File: config.mk
export PLATFORM = sky130hd
export DESIGN_NAME = i2c_slave_menu_ctrl
export DESIGN_NICKNAME = d
export VERILOG_FILES = /design/src/rtl/i2c_slave_menu_ctrl.sv
export SDC_FILE = /design/constraint.sdc
export NUM_CORES = 1
export LEC_CHECK = 0
export BUFFER_PORTS_ARGS = -buffer_cell sky130_fd_sc_hd__buf_2
export CORE_MARGIN = 1.5
export CORE_UTILIZATION = 50
export DETAILED_ROUTE_END_ITERATION = 6
export PLACE_DENSITY = 0.77
export SLEW_MARGIN = 10
export SYNTH_ARGS = -nofsm -noshare
export SYNTH_HDL_FRONTEND = slang
export SYNTH_SLANG_ARGS = --single-unit
export TNS_END_PERCENT = 30
File: constraint.sdc
create_clock -name clk -period 1.8 [get_ports clk]
set_input_delay 0.36 -clock clk [delete_from_list [all_inputs] [get_ports clk]]
set_output_delay 0.36 -clock clk [all_outputs]
set_load 0.03 [all_outputs]
File: src/rtl/i2c_slave_menu_ctrl.sv
// Menu navigation controller for the I2C slave front panel.
// Turns debounced button levels into menu ROM indices for the two LCD lines,
// runs the two-level menu and the Clear RAM confirmation, and hands off to
// datapath actions through mode/clearReq. lcdRefresh pulses on page changes.
module i2c_slave_menu_ctrl #(
  parameter logic [3:0] BLANK_IDX = 4'd8
) (
  input  logic       clk,
  input  logic       reset,
  input  logic       btnUp,
  input  logic       btnDown,
  input  logic       btnSelect,
  input  logic       btnBack,
  input  logic       clearAck,
  output logic [3:0] titleSelect,
  output logic [3:0] optionSelect,
  output logic [2:0] mode,
  output logic       clearReq,
  output logic       lcdRefresh
);

  typedef enum logic [2:0] {
    MAIN     = 3'd0,
    SLAVE    = 3'd1,
    ACTIVE   = 3'd2,
    CONFIRM  = 3'd3,
    CLEARING = 3'd4
  } state_t;

  state_t     state;
  logic [1:0] cursor;
  logic [3:0] item;        // menu index of the running action while ACTIVE
  logic       firstCycle;  // forces one refresh right after reset
  logic       upQ, downQ, selQ, backQ;

  logic       upP, downP, selP, backP;
  logic       moveUp, moveDown;
  logic [3:0] slaveItem;
  logic [3:0] nextTitle, nextOption;
  logic [2:0] nextMode;
  logic       nextClear;

  // Rising-edge press detection; Up and Down together cancel each other
  always_comb begin
    upP      = btnUp & ~upQ;
    downP    = btnDown & ~downQ;
    selP     = btnSelect & ~selQ;
    backP    = btnBack & ~backQ;
    moveUp   = upP & ~downP;
    moveDown = downP & ~upP;
  end

  // Map the SLAVE cursor position onto its menu ROM index
  always_comb begin
    case (cursor)
      2'd0:    slaveItem = 4'd2;
      2'd1:    slaveItem = 4'd3;
      2'd2:    slaveItem = 4'd4;
      2'd3:    slaveItem = 4'd7;
      default: slaveItem = 4'd2;
    endcase
  end

  // Decode the page shown for the current state; outputs register this next edge
  always_comb begin
    nextTitle  = 4'd0;
    nextOption = 4'd1;
    nextMode   = 3'd0;
    nextClear  = 1'b0;
    case (state)
      MAIN: begin
        nextTitle  = 4'd0;
        nextOption = (cursor == 2'd0) ? 4'd1 : 4'd5;
      end
      SLAVE: begin
        nextTitle  = 4'd5;
        nextOption = slaveItem;
      end
      ACTIVE: begin
        nextTitle  = item;
        nextOption = BLANK_IDX;
        case (item)
          4'd1:    nextMode = 3'd1;
          4'd2:    nextMode = 3'd2;
          4'd3:    nextMode = 3'd3;
          4'd7:    nextMode = 3'd4;
          default: nextMode = 3'd0;
        endcase
      end
      CONFIRM: begin
        nextTitle  = 4'd6;
        nextOption = 4'd4;
      end
      CLEARING: begin
        nextTitle  = 4'd6;
        nextOption = 4'd4;
        nextClear  = 1'b1;
      end
      default: begin
        nextTitle  = 4'd0;
        nextOption = 4'd1;
      end
    endcase
  end

  // Menu FSM, button edge registers and registered outputs
  always_ff @(posedge clk) begin
    if (reset) begin
      state        <= MAIN;
      cursor       <= 2'd0;
      item         <= 4'd0;
      firstCycle   <= 1'b1;
      upQ          <= 1'b0;
      downQ        <= 1'b0;
      selQ         <= 1'b0;
      backQ        <= 1'b0;
      titleSelect  <= 4'd0;
      optionSelect <= 4'd1;
      mode         <= 3'd0;
      clearReq     <= 1'b0;
      lcdRefresh   <= 1'b0;
    end else begin
      upQ          <= btnUp;
      downQ        <= btnDown;
      selQ         <= btnSelect;
      backQ        <= btnBack;
      firstCycle   <= 1'b0;
      titleSelect  <= nextTitle;
      optionSelect <= nextOption;
      mode         <= nextMode;
      clearReq     <= nextClear;
      lcdRefresh   <= firstCycle | (nextTitle != titleSelect) | (nextOption != optionSelect);

      // Back masks every other press in the same cycle, then Select, then Up/Down
      case (state)
        MAIN: begin
          if (backP) begin
            state <= MAIN;
          end else if (selP) begin
            if (cursor == 2'd0) begin
              state <= ACTIVE;
              item  <= 4'd1;
            end else begin
              state  <= SLAVE;
              cursor <= 2'd0;
            end
          end else if (moveDown) begin
            cursor <= (cursor == 2'd1) ? 2'd0 : cursor + 2'd1;
          end else if (moveUp) begin
            cursor <= (cursor == 2'd0) ? 2'd1 : cursor - 2'd1;
          end
        end
        SLAVE: begin
          if (backP) begin
            state  <= MAIN;
            cursor <= 2'd1;
          end else if (selP) begin
            if (cursor == 2'd2) begin
              state <= CONFIRM;
            end else begin
              state <= ACTIVE;
              item  <= slaveItem;
            end
          end else if (moveDown) begin
            cursor <= (cursor == 2'd3) ? 2'd0 : cursor + 2'd1;
          end else if (moveUp) begin
            cursor <= (cursor == 2'd0) ? 2'd3 : cursor - 2'd1;
          end
        end
        ACTIVE: begin
          // cursor was left untouched, so it still points at the launched item
          if (backP) begin
            state <= (item == 4'd1) ? MAIN : SLAVE;
          end
        end
        CONFIRM: begin
          if (backP) begin
            state  <= SLAVE;
            cursor <= 2'd2;
          end else if (selP) begin
            state <= CLEARING;
          end
        end
        CLEARING: begin
          if (clearAck) begin
            state  <= SLAVE;
            cursor <= 2'd2;
          end
        end
        default: begin
          state  <= MAIN;
          cursor <= 2'd0;
        end
      endcase
    end
  end

endmodule
Yosys cells after proc, flatten, opt, wreduce, memory -nomap -nowiden
Cells that the tools add are included.
W data, S select, Z words.
{ "word_totals": {"output_inout_bits": 13, "ff_bits": 27, "elab_cells": 109, "input_bits": 7} }
{ "op_classes": {"eq_ne": 29, "add_sub_neg": 2, "n_bitwise": 15, "n_reduce_logical": 8, "muxes": 42} }
{ "ops": {"columns": ["op", "n"], "rows": [
  ["$mux W2", 16],
  ["$pmux W4 S4", 2],
  ["$mux W3", 9],
  ["$mux W4", 6],
  ["$ne A2 B2 Y1 const B", 9],
  ["$ne A3 B3 Y1 const B", 5],
  ["$pmux W3 S5", 1],
  ["$pmux W3 S4", 1],
  ["$pmux W4 S3", 1],
  ["$pmux W2 S5", 1],
  ["$eq A4 B2 Y1 const B", 2],
  ["$ne A4 B4 Y1", 2],
  ["$ne A4 B4 Y1 const B", 2],
  ["$pmux W4 S2", 1],
  ["$reduce_and A8 Y1", 1],
  ["$not A1 Y1", 7],
  ["$reduce_and A7 Y1", 1],
  ["$and A1 B1 Y1", 6],
  ["$eq A3 B2 Y1 const B", 2],
  ["$reduce_and A5 Y1", 1],
  ["$eq A2 B2 Y1 const B", 2],
  ["$eq A4 B1 Y1 const B", 1],
  ["$eq A4 B3 Y1 const B", 1],
  ["$mux W1", 4],
  ["10 further kinds", 12]
]} }

Depth between registers and ports, before layout
Gate-level depths: netlist (run 1).
{ "depth": {"ltp_word": 9, "mapped_depth": 7, "depth_no_buf": 7} }

Least setup slack after synthesis (run 1)
OpenSTA, ideal clock, no wires.
{ "synth_timing": {"path_type": "flip-flop to flip-flop", "from": "reg cursor[0]", "to": "reg cursor[1]", "slack_ns": 0.106, "required_ns": 1.677, "t_arrival_ns": 1.571, "period_less_slack_ns": 1.694, "path_stages_with_launch": 7, "setup_ns": 0.123, "path_cell_list": "dfxtp_1 inv_1 ha_1 and4_1 o311ai_0 a311oi_1 mux2_1"} }
{ "synth_via": {"elab_chain_cells": 7, "word_cells_on_any_way": 20} }
{ "synth_lines": {"columns": ["element", "line", "text"], "rows": [
  ["from (decl)", "31", "logic [1:0] cursor;"],
  ["from (signal assigned)", "148", "cursor <= (cursor == 2'd1) ? 2'd0 : cursor + 2'd1;"],
  ["from (signal assigned)", "150", "cursor <= (cursor == 2'd0) ? 2'd1 : cursor - 2'd1;"],
  ["from (signal assigned)", "165", "cursor <= (cursor == 2'd3) ? 2'd0 : cursor + 2'd1;"],
  ["$sub A2 B1 Y2 / $logic_not A2 Y1 (equally long branches)", "150, 167, 140", null],
  ["$mux W2 (on tied branches)", "167, 150", null],
  ["$mux W2 (on tied branches)", "166, 149", null],
  ["$mux W2 (on tied branches)", "164, 147", null],
  ["$mux W2 (on tied branches)", "157, 139", null],
  ["$mux W2 (on tied branches)", "154, 137", null],
  ["$pmux W2 S5", "135", "case (state)"]
]} }
Parallel ways exist; a longest one is shown, timed or not. The select of a mux whose other input is x is not followed.
A chain may end at the register's enable or synchronous reset.

Final worst setup path (run 1)
Ends and elaborated chain as after synthesis.

==> impl_metrics.env, run 1 <==
export IMPL_status="completed"
export IMPL_r2r_start="cursor[0]"
export IMPL_start_kind="flip-flop"
export IMPL_critical_path_arrival_ns=1.93
export IMPL_root_buffer="clkbuf_4"
export IMPL_drv_slew=0
export IMPL_path_class="flip-flop to flip-flop"
export IMPL_cts_sinks=25
export IMPL_antenna_cells=0
export IMPL_port_buffers=18
export IMPL_grt_start_max_net_pins=17
export IMPL_cts_buffers_inserted=3
export IMPL_die_x_um=55.37
export IMPL_insertion_delay_ns=0.33
export IMPL_synth_top_family_by_area="simple AND/OR/NAND/NOR gates"
export IMPL_setup_violations_final=0
export IMPL_seqPwrFrac_pct=45.5
export IMPL_ys_types=46
export IMPL_synthAdderAreaFrac_pct=5.474
export IMPL_switchingPower_w=0.0004807
export IMPL_synth_compound_gate_area_share_pct=18.25
export IMPL_yosys_warnings=0
export IMPL_routedWlPerCell_um=14.47
export IMPL_finalPower_w=0.001378
export IMPL_finClkSkew_ns=0.007288
export IMPL_rows=18
export IMPL_postCtsSetupBuffers=0
export IMPL_layout_drive_gt1_share_pct=24.60
export IMPL_synth_xor_area_share_pct=4.471
export IMPL_nets=201
export IMPL_synth_area_um2=1371
export IMPL_rsz0062_at_grt="no"
export IMPL_post_route_min_period_ns=1.685
export IMPL_power_density_nw_per_um2=858.7
export IMPL_cts_buffer_depth=2
export IMPL_ios=20
export IMPL_htreeDepth=1
export IMPL_area_growth_pct=17.06
export IMPL_pre_cts_ws_ns=-0.04842
export IMPL_vdd_drop_max_mv=0.5679
export IMPL_die_area_um2=3066
export IMPL_power_frac_comb_pct=35.4
export IMPL_start_util_pct=53.88
export IMPL_grt_pass1_wl_um=5230
export IMPL_syn_inst=160
export IMPL_fp_coreArea_um2=2545
export IMPL_fillers=223
export IMPL_timing_fmax_mhz=593.4
export IMPL_ys_ff_latch=25
export IMPL_cap_violations=0
export IMPL_synth_simple_area_share_pct=25.09
export IMPL_synth_flop_cell="dfxtp_1"
export IMPL_layout_setup_ws_ns=0.1148
export IMPL_p_int_w=0.0008977
export IMPL_synth_nets=173
export IMPL_swShare_pct=34.87
export IMPL_dpl_hpwl_um=2357
export IMPL_synth_async_reset_ratio_pct=0
export IMPL_hp_class="input pin to flip-flop"
export IMPL_p_leak_nw=0.7063
export IMPL_cts_hold_buffers=0
export IMPL_antenna_found_initial=0
export IMPL_cts_tree="done"
export IMPL_cp_end_kind="flip-flop"
export IMPL_grt_overflow_total=0
export IMPL_clk_pin_slew_worst_paths_ns=0.14
export IMPL_ant_nets=0
export IMPL_power_share_clock_pct=19.0
export IMPL_cp_max_fo=5
export IMPL_via_per_inst=5.770
export IMPL_hp_start="btnDown"
export IMPL_gp_congestion=0.8848
export IMPL_drt_pass1_iterations=4
export IMPL_worstPathRequired_ns=2.04
export IMPL_ys_seq_area_share_pct=36.50
export IMPL_syn_avg_cell_area_um2=8.571
export IMPL_drc_errors=0
export IMPL_muxShareOfSynthArea_pct=4.653
export IMPL_route_vias_total=1252
export IMPL_die_y_um=55.37
export IMPL_track_usage_pct=21.04
export IMPL_synth_edff_count=0
export IMPL_hold_violations=0
export IMPL_drt_wl_total_um=3139
export IMPL_finish_utilization_pct=63.08
export IMPL_first_iter_violations=34
export IMPL_first_global_vias=1158
export IMPL_worstSetupStartpoint="cursor[0]"
export IMPL_min_period_over_period_pct=93.62
## registers in the layout (all words and copies together), names as in the netlist
signal,flops
firstCycle,1
selQ,1
lcdRefresh,1
clearReq,1
item,3
downQ,1
state,3
cursor,2
backQ,1
optionSelect,4
mode,3
upQ,1
titleSelect,3
## worst max-delay path, stage by stage (launching register included)
cell and delay [ns]:
dfxtp_1 0.34, inv_1 0.15, ha_2 0.31, and4_1 0.15
o311ai_1 0.23, a311oi_1 0.12, mux2_1 0.30
## worst paths after layout
check,cells after the start,endpoint,slack (ns)
setup / recovery,6,cursor[1],0.11
hold / removal,2,downQ,0.23
setup reg to reg,6,cursor[1],0.11
hold reg to reg,1,mode[2],0.55
## cells in the mapped netlist (all sizes together), types with 3 or more instances
master,count,area [µm²]
clkbuf,5,18.77
buf,6,35.03
nand2b,5,31.28
a311oi,3,26.28
nor3,5,25.02
ha,6,75.07
xnor2,5,43.79
o21ai,6,30.02
mux2i,3,30.03
nand2,8,30.03
nor4,3,25.02
nor2,16,60.06
mux2,3,33.78
dfxtp,25,500.5
inv,5,18.77
nor2b,13,81.33
a21oi,10,50.05
## cells by family after synthesis
logic type	after synthesis
and+or+nand+nor	62
muxes	6
AOI/OAI and AO/OA	37
adders and majority gates	6
xor gates and xnor gates	7
DFF	25
other	1
buffers and inverters	16
## per-layer routing
layer | wire, µm | up-vias | track usage [%] | part of all wire, %
met5 | 0 | - | 0 | 0
met4 | 65 | 0 | 7.317 | 2.1
met3 | 133 | 9 | 3.044 | 4.2
met2 | 1539 | 42 | 36.39 | 49
met1 | 1400 | 587 | 26.52 | 45
li1 | - | 614 | - | -
## power groups by stage
stage | sequential (W) | clock (W) | combinational (W)
finish | 0.000628 | 0.000262 | 0.000488
global route | 0.000634 | 0.000281 | 0.000528
CTS | 0.000627 | 0.000262 | 0.000477
detailed placement | 0.000639 | 0 | 0.000475
global placement | 0.000636 | 0 | 0.000460
floorplan | 0.000668 | 0 | 0.000300
## metrics by stage
| stage | area [µm²] | TNS, ns | instances | hold WS [ns] |
|---|---|---|---|---|
| 3_3_place_gp | 1565 | 0 | 213 | 0.5095 |
| 6_report | 1605 | 0 | 217 | 0.2342 |
| 5_1_grt | 1605 | 0 | 217 | 0.2426 |
| 2_1_floorplan | 1371 | 0 | 160 | 0.3877 |
| 4_1_cts | 1593 | 0 | 217 | 0.2400 |
| 3_5_place_dp | 1565 | -0.04842 | 213 | 0.5196 |
## cell usage in the layout (no fill, tap or decap), types with 3 or more instances in the layout
master	instances
a21oi_1	10
a311oi_1	3
buf_2	18
buf_4	16
clkbuf_4	3
dfxtp_1	24
ha_1	5
inv_1	5
mux2i_1	3
nand2_1	8
nand2b_1	5
nor2_1	16
nor2b_1	13
nor3_1	5
o21ai_0	5
xnor2_1	5
## repair_timing
item	CTS	global route
endpoints found under the hold margin	0	0
gates resized for setup	0	5
endpoints found under the setup margin	0	4
## final cells by class
cell class	count	area, µm²	share of cell area (%)
multi-input combinational	119	809.5	50.43
sequential	25	501.7	31.25
timing repair buffer	34	210.2	13.09
tap	30	37.54	2.338
clock buffer	3	22.52	1.403
inverter	5	18.77	1.169
clock inverter	1	5.005	0.3118
(Power assumes the default switching activity.)
==> run 2: changes to the inputs <==
--- a/config.mk
+++ b/config.mk
@@ -6,10 +6,12 @@
 export NUM_CORES = 1
 export LEC_CHECK = 0
 export BUFFER_PORTS_ARGS = -buffer_cell sky130_fd_sc_hd__buf_2
+export CELL_PAD_IN_SITES_DETAIL_PLACEMENT = 0
+export CELL_PAD_IN_SITES_GLOBAL_PLACEMENT = 1
 export CORE_MARGIN = 1.5
-export CORE_UTILIZATION = 50
+export CORE_UTILIZATION = 38
 export DETAILED_ROUTE_END_ITERATION = 6
-export PLACE_DENSITY = 0.77
+export PLACE_DENSITY = 0.78
 export SLEW_MARGIN = 10
 export SYNTH_ARGS = -nofsm -noshare
 export SYNTH_HDL_FRONTEND = slang
==> run 2 against run 1 <==
Total power up 0.36%. Worst setup slack worse by 0.035 ns. Clock power hardly changed. Register-to-register slack lost 0.03 ns. Final cell count up 8.8%. Clock skew shrank 0.0025 ns. Non-clock buffer count is 3 higher. Count of clock-buffer cells in the layout stayed put. Die area up 30%. Via count is 0.96% lower. Core utilization down 14 points. Highest routed layer unchanged.
==> impl_metrics.env, run 2 (synthesis gave the netlist of run 1 again) <==
export IMPL_route_vias_total=1240
export IMPL_cts_hold_buffers=0
export IMPL_die_y_um=63.07
export IMPL_layout_commonest_cell="dfxtp_1"
export IMPL_place_area_um2=1608
export IMPL_cts_buffer_depth=2
export IMPL_post_cts_resized=0
export IMPL_insertion_delay_ns=0.33
export IMPL_largest_register_ffs=4
export IMPL_root_buffer="clkbuf_4"
export IMPL_drt_pass1_iterations=4
export IMPL_cp_end_kind="flip-flop"
export IMPL_power_share_clock_pct=18.8
export IMPL_finish_instance_area_um2=1657
export IMPL_hp_class="input pin to flip-flop"
export IMPL_drv_slew=0
export IMPL_ant_nets=0
export IMPL_cts_buffers_inserted=3
export IMPL_path_class="flip-flop to flip-flop"
export IMPL_cp_max_fo=8
export IMPL_dpl_hpwl_um=2429
export IMPL_path_cells="nor3b_4 > nand2_1 > a22o_1 > o221a_1 > mux2_1"
export IMPL_path_buf_inv=0
export IMPL_seqPwrFrac_pct=45.9
export IMPL_grt_start_max_net_pins=18
export IMPL_routedWlPerCell_um=13.70
export IMPL_worstPathRequired_ns=2.03
export IMPL_die_area_um2=3978
export IMPL_cap_violations=0
export IMPL_gp_congestion=0.8695
export IMPL_rows=21
export IMPL_clk_pin_slew_worst_paths_ns=0.14
export IMPL_first_global_vias=1255
export IMPL_min_period_over_period_pct=95.54
export IMPL_cts_sinks=25
export IMPL_power_frac_comb_pct=35.3
export IMPL_power_density_nw_per_um2=835.1
export IMPL_hold_violations=0
export IMPL_pre_cts_ws_ns=-0.007442
export IMPL_start_util_pct=40.46
export IMPL_cp_depth=5
export IMPL_htreeDepth=1
export IMPL_p_leak_nw=0.7237
export IMPL_cp_top_family="flip-flops"
export IMPL_first_iter_violations=47
export IMPL_post_route_min_period_ns=1.720
export IMPL_postCtsSetupBuffers=0
export IMPL_drc_errors=0
export IMPL_final_cell_mix="23 x dfxtp_1, 19 x buf_4, 18 x buf_2, 16 x nor2_1, 12 x nor2b_1"
export IMPL_critical_path_arrival_ns=1.95
export IMPL_hold_depth=2
export IMPL_setup_violations_final=0
export IMPL_crit_slowest_cell="dfxtp_1"
export IMPL_top_register="optionSelect"
export IMPL_port_buffers=18
export IMPL_start_kind="flip-flop"
export IMPL_layout_setup_ws_ns=0.08024
export IMPL_layout_drive_gt1_share_pct=27.89
export IMPL_reg2regPathDepth=5
export IMPL_track_usage_pct=17.78
export IMPL_area_growth_pct=20.80
export IMPL_cts_tree="done"
export IMPL_finish_utilization_pct=48.87
export IMPL_grt_overflow_total=0
export IMPL_die_x_um=63.07
export IMPL_switchingPower_w=0.0004746
export IMPL_via_per_inst=5.254
export IMPL_grt_pass1_wl_um=5609
export IMPL_antenna_cells=0
export IMPL_vdd_drop_max_mv=0.4176
export IMPL_ios=20
export IMPL_timing_fmax_mhz=581.5
export IMPL_nets=204
export IMPL_status="completed"
export IMPL_swShare_pct=34.31
export IMPL_p_int_w=0.0009087
export IMPL_finClkSkew_ns=0.004752
export IMPL_antenna_found_initial=0
export IMPL_drt_wl_total_um=3234
export IMPL_cpPeakStageDelay_ns=0.54
export IMPL_fp_coreArea_um2=3390
-- run 2: power groups by stage --
stage	Combinational [W]	Sequential [W]	Clock (W)
floorplan	0.000300	0.000668	0
global placement	0.000473	0.000640	0
detailed placement	0.000477	0.000642	0
CTS	0.000479	0.000630	0.000268
global route	0.000542	0.000641	0.000293
finish	0.000489	0.000635	0.000260
-- run 2: through the flow --
stage               power [W]  hold slack (ns)    TNS, ns  instances
floorplan           0.0009686           0.3877          0        160
global placement     0.001112           0.5120          0        232
detailed placement   0.001119           0.5211  -0.007442        232
CTS                  0.001377           0.2539          0        236
global route         0.001476           0.2403  -0.004962        236
finish               0.001383           0.2511          0        236
-- run 2: worst paths after layout --
path | slack [ns] | start | endpoint
max | 0.08 | state[0] | cursor[0]
min | 0.25 | btnUp | upQ
max reg2reg | 0.08 | state[0] | cursor[0]
min reg2reg | 0.55 | item[1] | mode[1]
-- run 2: cell type report --
| class | count | area (µm²) |
|---|---|---|
| fill | 343 | 1733 |
| sequential | 25 | 503.0 |
| clock buffer | 3 | 22.52 |
| inverter | 5 | 18.77 |
| timing repair buffer | 37 | 232.7 |
| multi-input combinational | 119 | 817.0 |
| tap | 46 | 57.56 |
| clock inverter | 1 | 5.005 |
-- run 2: routing by layer --
metal	up-vias	share of wire (%)	global-route usage, %
met5	-	0	0
met4	0	2.0	7.500
met3	7	3.8	2.143
met2	32	48	31.78
met1	580	46	21.36
li1	621	-	-
==> run 3: changes to the inputs <==
--- a/config.mk
+++ b/config.mk
@@ -9,7 +9,7 @@
 export CELL_PAD_IN_SITES_DETAIL_PLACEMENT = 0
 export CELL_PAD_IN_SITES_GLOBAL_PLACEMENT = 1
 export CORE_MARGIN = 1.5
-export CORE_UTILIZATION = 38
+export CORE_UTILIZATION = 40
 export DETAILED_ROUTE_END_ITERATION = 6
 export PLACE_DENSITY = 0.78
 export SLEW_MARGIN = 10
==> constraint.sdc (replaced) <==
create_clock -name clk -period 1.9 [get_ports clk]
set_input_delay 0.38 -clock clk [delete_from_list [all_inputs] [get_ports clk]]
set_output_delay 0.38 -clock clk [all_outputs]
set_load 0.03 [all_outputs]
==> run 3 against run 2 <==
Sequential cell count is the same. Routed wire length shrank 7.4%. Via count shrank 4.8%. Combinational power shrank 14%. Clock power shrank 3%. Total power shrank 8.1%. Critical endpoint is now cursor[1]. Largest cell class unchanged.
==> impl_metrics.env, run 3 (synthesis gave the netlist of run 1 again) <==
export IMPL_cp_max_fo=7
export IMPL_wl_met2_um=1469
export IMPL_cts_buffers_inserted=3
export IMPL_hp_start="btnDown"
export IMPL_antenna_cells=0
export IMPL_layout_drive_gt1_share_pct=21.98
export IMPL_hold_end="downQ"
export IMPL_rows=21
export IMPL_via_per_inst=5.180
export IMPL_gp_congestion=0.8462
export IMPL_power_share_clock_pct=19.7
export IMPL_cpPeakStageDelay_ns=0.39
export IMPL_cp_end_kind="flip-flop"
export IMPL_place_area_um2=1548
export IMPL_multi_input_area_um2=798.3
export IMPL_p_int_w=0.0008318
export IMPL_drc_errors=0
export IMPL_final_cell_mix="23 x dfxtp_1, 18 x buf_2, 16 x nor2_1, 13 x nor2b_1, 11 x buf_4"
export IMPL_path_buf_inv=1
export IMPL_finish_instance_area_um2=1578
export IMPL_start_kind="flip-flop"
export IMPL_fillers=338
export IMPL_ant_nets=0
export IMPL_r2r_start="state[0]"
export IMPL_reg2regPathDepth=6
export IMPL_seqPwrFrac_pct=47.3
export IMPL_cts_buffer_depth=2
export IMPL_layout_setup_ws_ns=0.1162
export IMPL_cp_top_family="compound AO/OA/AOI/OAI gates"
export IMPL_grt_pass1_wl_um=4899
export IMPL_grt_overflow_total=0
export IMPL_layout_commonest_cell="dfxtp_1"
export IMPL_min_period_over_period_pct=93.89
export IMPL_rsz0062_at_grt="no"
export IMPL_nets=196
export IMPL_antenna_found_initial=0
export IMPL_start_util_pct=41.42
export IMPL_path_class="flip-flop to flip-flop"
export IMPL_fp_coreArea_um2=3311
export IMPL_area_growth_pct=15.05
export IMPL_drt_pass1_iterations=4
export IMPL_track_usage_pct=17.86
export IMPL_maxUsedRoutingLayer="met4"
export IMPL_insertion_delay_ns=0.34
export IMPL_route_vias_total=1181
export IMPL_cts_tree="done"
export IMPL_htreeDepth=1
export IMPL_p_leak_nw=0.6816
export IMPL_wl_met1_um=1308
export IMPL_critical_path_arrival_ns=2.02
export IMPL_status="completed"
export IMPL_pre_cts_ws_ns=-0.001900
export IMPL_seq_area_um2=503.0
export IMPL_finClkSkew_ns=0.002718
export IMPL_port_buffers=18
export IMPL_r2r_end="cursor[1]"
export IMPL_path_cells="buf_4 > nor3_1 > o21ai_1 > a22o_1 > o221a_1 > mux2_1"
export IMPL_worstPathRequired_ns=2.14
export IMPL_hold_violations=0
export IMPL_finalPower_w=0.001271
export IMPL_wl_met3_um=130
export IMPL_grt_start_max_net_pins=17
export IMPL_routedWlPerCell_um=13.13
export IMPL_timing_fmax_mhz=560.6
export IMPL_clk_pin_slew_worst_paths_ns=0.14
export IMPL_die_x_um=61.55
export IMPL_ios=20
export IMPL_die_y_um=61.55
export IMPL_cap_violations=0
export IMPL_first_global_vias=1106
export IMPL_die_area_um2=3788
export IMPL_rrSetupSlack_ns=0.12
export IMPL_fin_hold_ws_ns=0.2528
export IMPL_fin_tns_setup_ns=0
export IMPL_drt_wl_total_um=2994
export IMPL_root_buffer="clkbuf_4"
export IMPL_power_density_nw_per_um2=805.5
export IMPL_drv_slew=0
export IMPL_largest_register_ffs=4
export IMPL_first_iter_violations=50
export IMPL_swShare_pct=34.55
export IMPL_hold_depth=2
export IMPL_top_register="optionSelect"
export IMPL_setup_violations_final=0
export IMPL_vdd_drop_max_mv=0.3293
export IMPL_post_route_min_period_ns=1.784
export IMPL_postCtsSetupBuffers=0
export IMPL_dpl_hpwl_um=2323
export IMPL_power_frac_comb_pct=33.0
export IMPL_crit_slowest_cell="dfxtp_1"
export IMPL_switchingPower_w=0.0004391
export IMPL_hp_class="input pin to flip-flop"
export IMPL_cts_sinks=25
run 3: cell types whose count changed in the layout (fill, tap and decap cells not counted), sizes merged:
cell / delta
buf: -8
run 3: per-layer routing:
layer | global-route usage [%] | vias up
li1 | - | 605
met1 | 21.55 | 534
met2 | 30.23 | 33
met3 | 2.731 | 9
met4 | 9.726 | 0
met5 | 0 | -
run 3: area by class of cell:
type                       count  area share (%)
sequential                    25           31.88
clock buffer                   3           1.427
clock inverter                 1          0.3172
timing repair buffer          29           10.94
multi-input combinational    119           50.59
inverter                       5           1.190
tap                           46           3.648
run 3: per-stage QoR:
step                      util, %  instances
after floorplan                 -        160
after global placement      46.75        224
after detailed placement    46.75        224
after CTS                   47.58        228
after global routing        47.66        228
final                       47.66        228
run 3: repair_timing:
item                                    4_1_cts  5_1_grt
endpoints found under the setup margin        0        2
hold buffers                                  0        0
gates resized for setup                       0        3
run 3: worst register-to-register path: cells and delay by family, from the launching register on:
family,cells,cell delay [ns]
buffers and inverters,1,0.18
AO/OA/AOI/OAI,3,0.51
multiplexers,1,0.32
flip-flops,1,0.39
AND/OR/NAND/NOR,1,0.29
run 3: power groups by stage:
stage | clock network [W] | logic (W) | registers [W]
finish | 0.000251 | 0.000419 | 0.000601
global route | 0.000281 | 0.000461 | 0.000608
global placement | 0 | 0.000413 | 0.000610
floorplan | 0 | 0.000284 | 0.000633
detailed placement | 0 | 0.000418 | 0.000613
CTS | 0.000256 | 0.000419 | 0.000601
run 3: worst max path at each step:
stage	cells after the start	endpoint	slack (ns)	from
2_1_floorplan	6	cursor[1]	0.21	cursor[0]
3_3_place_gp	6	cursor[1]	0.11	btnDown
3_5_place_dp	6	cursor[1]	-0.002	btnDown
4_1_cts	6	cursor[1]	0.03	cursor[0]
5_1_grt	6	cursor[1]	0.03	state[0]
6_report	6	cursor[1]	0.12	state[0]
